===== config.mk =====
export PLATFORM = sky130hd
export DESIGN_NAME = duck_stream_tx
export DESIGN_NICKNAME = d
export VERILOG_FILES = /design/src/rtl/duck_stream_pkg.sv /design/src/rtl/duck_phase_acc.sv /design/src/rtl/duck_stream_tx.sv
export SDC_FILE = /design/constraint.sdc
export NUM_CORES = 1
export LEC_CHECK = 0
export BUFFER_PORTS_ARGS = -buffer_cell sky130_fd_sc_hd__buf_4
export CAP_MARGIN = 10
export CORE_MARGIN = 10
export CORE_UTILIZATION = 51
export CTS_CLUSTER_DIAMETER = 100
export DETAILED_ROUTE_END_ITERATION = 16
export GPL_TIMING_DRIVEN = 0
export HOLD_SLACK_MARGIN = 0.02
export PLACE_DENSITY = 0.74
export SETUP_SLACK_MARGIN = 0.15
export SYNTH_ARGS = -nofsm -noshare
export SYNTH_HDL_FRONTEND = slang
export SYNTH_SLANG_ARGS = --single-unit

===== constraint.sdc =====
create_clock -name clk -period 2.85 [get_ports clk]
set_input_delay 0.1425 -clock clk [delete_from_list [all_inputs] [get_ports clk]]
set_output_delay 0.1425 -clock clk [all_outputs]
set_load 0.02 [all_outputs]

===== src/rtl/duck_stream_pkg.sv =====
// Shared constants and types for the Duck Stream (L4) link, used by both the
// transmitter and the receiver-side checker.
package duck_stream_pkg;

  localparam int unsigned BEAT_W     = 32;
  localparam int unsigned HASH_W     = 256;
  localparam int unsigned NUM_BEATS  = HASH_W / BEAT_W;
  localparam int unsigned BEAT_IDX_W = $clog2(NUM_BEATS);

  localparam logic [15:0]       PHASE_STEP  = 16'h0578;
  localparam logic [15:0]       LOCK_THRESH = 16'hF000;
  localparam logic [BEAT_W-1:0] SYNC_WORD   = 32'hD0C5_7A3E;

  typedef enum logic [2:0] {
    StIdle,
    StWaitWin,
    StSync,
    StData,
    StCsum
  } tx_state_e;

  // Most significant beat of a payload; data goes out MSB word first.
  function automatic logic [BEAT_W-1:0] top_word(input logic [HASH_W-1:0] h);
    return h[HASH_W-1 -: BEAT_W];
  endfunction

endpackage


===== src/rtl/duck_phase_acc.sv =====
// Berry Phase accumulator and sync-lock window compare. Free-running so both
// link ends derive identical window timing from reset.
module duck_phase_acc
  import duck_stream_pkg::*;
(
  input  logic clk,
  input  logic rst_n,
  output logic phase_lock
);

  logic [15:0] phase_acc_q;

  always_ff @(posedge clk or negedge rst_n) begin
    if (!rst_n) begin
      phase_acc_q <= 16'h0000;
    end else begin
      phase_acc_q <= phase_acc_q + PHASE_STEP;
    end
  end

  assign phase_lock = (phase_acc_q > LOCK_THRESH);

endmodule


===== src/rtl/duck_stream_tx.sv =====
// Duck Stream transmitter: latches one hash and sends it as a framed packet
// (sync word, eight data beats, XOR checksum) launched only inside the phase window.
module duck_stream_tx
  import duck_stream_pkg::*;
(
  input  logic              clk,
  input  logic              rst_n,
  input  logic [HASH_W-1:0] hash_in,
  input  logic              hash_valid,
  output logic              hash_ready,
  output logic [BEAT_W-1:0] tx_data,
  output logic              tx_valid,
  input  logic              tx_ready,
  output logic              tx_sof,
  output logic              tx_eof,
  output logic              phase_lock,
  output logic [15:0]       frames_sent
);

  tx_state_e             state_q, state_d;
  logic [BEAT_IDX_W-1:0] beat_q, beat_d;
  logic [HASH_W-1:0]     shift_q, shift_d;
  logic [BEAT_W-1:0]     csum_q, csum_d;
  logic [BEAT_W-1:0]     tx_data_q, tx_data_d;
  logic                  tx_valid_q, tx_valid_d;
  logic                  tx_sof_q, tx_sof_d;
  logic                  tx_eof_q, tx_eof_d;
  logic [15:0]           frames_q, frames_d;
  logic                  accept;

  duck_phase_acc u_phase_acc (
    .clk        (clk),
    .rst_n      (rst_n),
    .phase_lock (phase_lock)
  );

  assign hash_ready = rst_n && (state_q == StIdle);
  assign accept     = hash_valid && hash_ready;

  always_comb begin
    state_d    = state_q;
    beat_d     = beat_q;
    shift_d    = shift_q;
    csum_d     = csum_q;
    tx_data_d  = tx_data_q;
    tx_valid_d = tx_valid_q;
    tx_sof_d   = tx_sof_q;
    tx_eof_d   = tx_eof_q;
    frames_d   = frames_q;

    unique case (state_q)
      StIdle: begin
        if (accept) begin
          shift_d = hash_in;
          state_d = StWaitWin;
        end
      end
      StWaitWin: begin
        if (phase_lock) begin
          state_d    = StSync;
          tx_data_d  = SYNC_WORD;
          tx_valid_d = 1'b1;
          tx_sof_d   = 1'b1;
        end
      end
      StSync: begin
        if (tx_ready) begin
          state_d   = StData;
          beat_d    = '0;
          tx_data_d = top_word(shift_q);
          tx_sof_d  = 1'b0;
          // Checksum restarts with the first word each frame.
          csum_d    = top_word(shift_q);
          shift_d   = shift_q << BEAT_W;
        end
      end
      StData: begin
        if (tx_ready) begin
          if (beat_q == BEAT_IDX_W'(NUM_BEATS - 1)) begin
            state_d   = StCsum;
            tx_data_d = csum_q;
            tx_eof_d  = 1'b1;
          end else begin
            beat_d    = beat_q + BEAT_IDX_W'(1);
            tx_data_d = top_word(shift_q);
            csum_d    = csum_q ^ top_word(shift_q);
            shift_d   = shift_q << BEAT_W;
          end
        end
      end
      StCsum: begin
        if (tx_ready) begin
          state_d    = StIdle;
          tx_data_d  = '0;
          tx_valid_d = 1'b0;
          tx_eof_d   = 1'b0;
          frames_d   = frames_q + 16'd1;
        end
      end
      default: begin
        state_d = StIdle;
      end
    endcase
  end

  always_ff @(posedge clk or negedge rst_n) begin
    if (!rst_n) begin
      state_q    <= StIdle;
      beat_q     <= '0;
      shift_q    <= '0;
      csum_q     <= '0;
      tx_data_q  <= '0;
      tx_valid_q <= 1'b0;
      tx_sof_q   <= 1'b0;
      tx_eof_q   <= 1'b0;
      frames_q   <= 16'h0000;
    end else begin
      state_q    <= state_d;
      beat_q     <= beat_d;
      shift_q    <= shift_d;
      csum_q     <= csum_d;
      tx_data_q  <= tx_data_d;
      tx_valid_q <= tx_valid_d;
      tx_sof_q   <= tx_sof_d;
      tx_eof_q   <= tx_eof_d;
      frames_q   <= frames_d;
    end
  end

  assign tx_data     = tx_data_q;
  assign tx_valid    = tx_valid_q;
  assign tx_sof      = tx_sof_q;
  assign tx_eof      = tx_eof_q;
  assign frames_sent = frames_q;

endmodule


==> results.cfg <==
[worst_setup_path]
path_class = flip-flop to flip-flop
crit_fanout = 10
endpoint_kind = flip-flop
cp.arrival_ps = 3020
critPathLaunchType = flip-flop
worstPathRequired_ps = 3260

[layout]
seq_area_mm2 = 0.008959
area_delta_synth_final_pct = 40.63
fin_nets = 2630
drive_gt1_frac = 0.2824
multi_input_area_mm2 = 0.007644
fin_area_mm2 = 0.02411
fill_cells = 2288

[global_route]
grt_max_degree = 98
gr-total-overflow = 0
grt_pass1_wl_um = 92780
grt_pass1_vias = 16682
track_usage = 0.2839
antenna_found_initial = 18

[drt]
ant_nets = 0
initialDrtViolationCount = 1211
routed_wl_um = 60360
via_per_inst = 5.472
first_pass_iters = 7
vias = 15622
drc_errors = 0
wl_per_cell_um = 21.14

[sta]
rsz0062_at_grt = yes
slew_headroom = 0.4458
setup_slack_ps = 236.8
finalSetupViolCount = 0
skew_ps = 25.41
worst_pin_slew_ps = 831.3
finalSetupTns_ps = 0
max_freq_mhz = 382.7
hold_viol_final = 0
finalMaxSlewViolations = 0
post-route-period-util = 0.9169
min_period_ps = 2613

[die]
fp.dieH_um = 203.3
pin_count = 313
fp-row-count = 67
dieArea_mm2 = 0.04135
die_w_um = 203.3
coreArea_mm2 = 0.03336
start_util = 0.5138

[power_and_ir_drop]
leakagePower_nw = 12.14
power_density_mw_per_mm2 = 738.0
power.total_mw = 17.79
peakVddDrop_mv = 0.4841

[cts]
numCtsBuffers = 39
clk_latency_ps = 540
cts_tree = built
root_buffer = clkbuf_16
path_clk_slew_ps = 60
clock_sinks = 358
clock_path_buffers = 3
cts_htree_levels = 2

[yosys]
synth_top_area_cell = dfrtp_1
seq_area_frac_synth = 0.5226
synthTopCellsByArea = dfrtp_1, nand2_1, mux2_2
syn_area_mm2 = 0.01714
synth_area_per_cell_um2 = 9.791
ys_ff_latch = 358
yosys_warnings = 0
synth-edff-count = 0
synth_top_area_share = 0.5226
synth.distinct_cells = 49
syn_nets = 2016
synthFlopType = dfrtp_1
syn_inst = 1751
async_flop_share = 1.000

[job]
maxCapViolCount = 0

[placement]
dp_slack_ps = -740.9
placed_area_mm2 = 0.02014
place_hpwl_um = 38650
place.gp.congestion = 0.9341
port_buffers = 312

[run_status]
status = completed

[worst_hold_path]
hp-class = input port to flip-flop
## metal layers
layer  GRT usage  wire, µm  vias to the layer above
met4      0.1298      2818                        2
met5           0        13                        -
li1            -         -                     6991
met3     0.05680      4264                      203
met2      0.4785     29510                      774
met1      0.3458     23750                     7652
## path summary, 6_finish.rpt
check,startpoint,to,slack (ps),depth (start not counted)
min in group asynchronous,rst_n,frames_sent[14]$_DFFE_PN0P_,240,3
min,hash_in[112],shift_q[112]$_DFFE_PN0P_,5,4
max,beat_q[0]$_DFFE_PN0P_,shift_q[35]$_DFFE_PN0P_,240,9
max reg2reg,beat_q[0]$_DFFE_PN0P_,shift_q[35]$_DFFE_PN0P_,240,9
max in group asynchronous,rst_n,shift_q[181]$_DFFE_PN0P_,1830,4
min reg2reg,u_phase_acc.phase_acc_q[3]$_DFF_PN0_,u_phase_acc.phase_acc_q[3]$_DFF_PN0_,480,1
## final cells by class
type	count	area share
flip-flops and latches	358	0.3716
diodes	17	0.001764
inverters	7	0.001090
plain buffers	112	0.02268
multi-input cells	1274	0.3170
clock inverters	10	0.005242
well taps	448	0.02325
clock buffers	56	0.04728
repair buffers	573	0.2101
## per-stage QoR
step           utilization  hold WS (ps)  cells
6_report            0.7226         5.410   2855
4_1_cts             0.7201         21.38   2837
3_3_place_gp        0.6008         360.6   2511
5_1_grt             0.7226         24.21   2855
2_1_floorplan            -        -153.1   1751
3_5_place_dp        0.6035         148.7   2514
## cell usage in the layout (no fill, tap or decap), types with 17 or more instances in the layout
cell type,n
clkbuf_16,40
o22ai_1,17
xor2_1,40
a22o_1,32
nand2_1,783
xnor2_1,17
a21oi_1,19
diode_2,17
o21ai_0,21
clkbuf_1,75
a22oi_1,17
mux2_4,20
dlygate4sd3_1,253
buf_4,329
mux2_2,231
dfrtp_1,358
## Yosys cell counts (10+ instances only)
cell type / number
o22ai_1: 17
xor2_1: 40
nor2_1: 10
buf_4: 16
nand2_1: 783
clkbuf_1: 71
a22oi_1: 17
mux2_2: 231
o21ai_0: 21
nand3_1: 11
a22o_1: 32
dfrtp_1: 358
buf_2: 16
xnor2_1: 17
mux2_4: 20
a21oi_1: 19
## logic make-up (layout without fill, tap and decap cells)
| logic type | count (synthesis) | in the layout | synth area share |
|---|---|---|---|
| AOI/OAI and AO/OA | 123 | 123 | 0.05145 |
| buffers and inverters | 119 | 758 | 0.03204 |
| DFF | 358 | 358 | 0.5226 |
| and+or+nand+nor | 832 | 832 | 0.1880 |
| other | 0 | 17 | 0 |
| muxes | 257 | 257 | 0.1732 |
| xor gates and xnor gates | 57 | 57 | 0.02912 |
| adders and majority gates | 5 | 5 | 0.003649 |
## flip-flops by register name (all words and copies together) (netlist names)
register and flops:
beat_q 3, csum_q 32, frames_sent 16, shift_q 256, state_q 3, tx_data 32
tx_eof 1, tx_sof 1, tx_valid 1, u_phase_acc.phase_acc_q 13
## power breakdown
part / total, mW / internal (mW) / switching [mW]
registers: 7.63 / 6.61 / 1.01
logic: 5.08 / 2.61 / 2.47
clock network: 5.09 / 2.96 / 2.12
## what timing repair did
action | CTS | global route
setup endpoints to repair | 224 | 250
endpoints found under the hold margin | 327 | 0
resized for setup | 4 | 9
gates cloned | 1 | 1
pin swaps | 1 | 1
hold buffers | 254 | 0
buffers inserted | 2 | 0
## critical path: stages, from the launching register on
cell	delay (ps)
dfrtp_1	390
ha_1	200
ha_1	190
buf_2	190
nand2_2	190
nand3_1	180
a21oi_4	310
buf_6	220
buf_4	230
mux2_2	370
No activity file was read; power rests on OpenSTA's default activity.
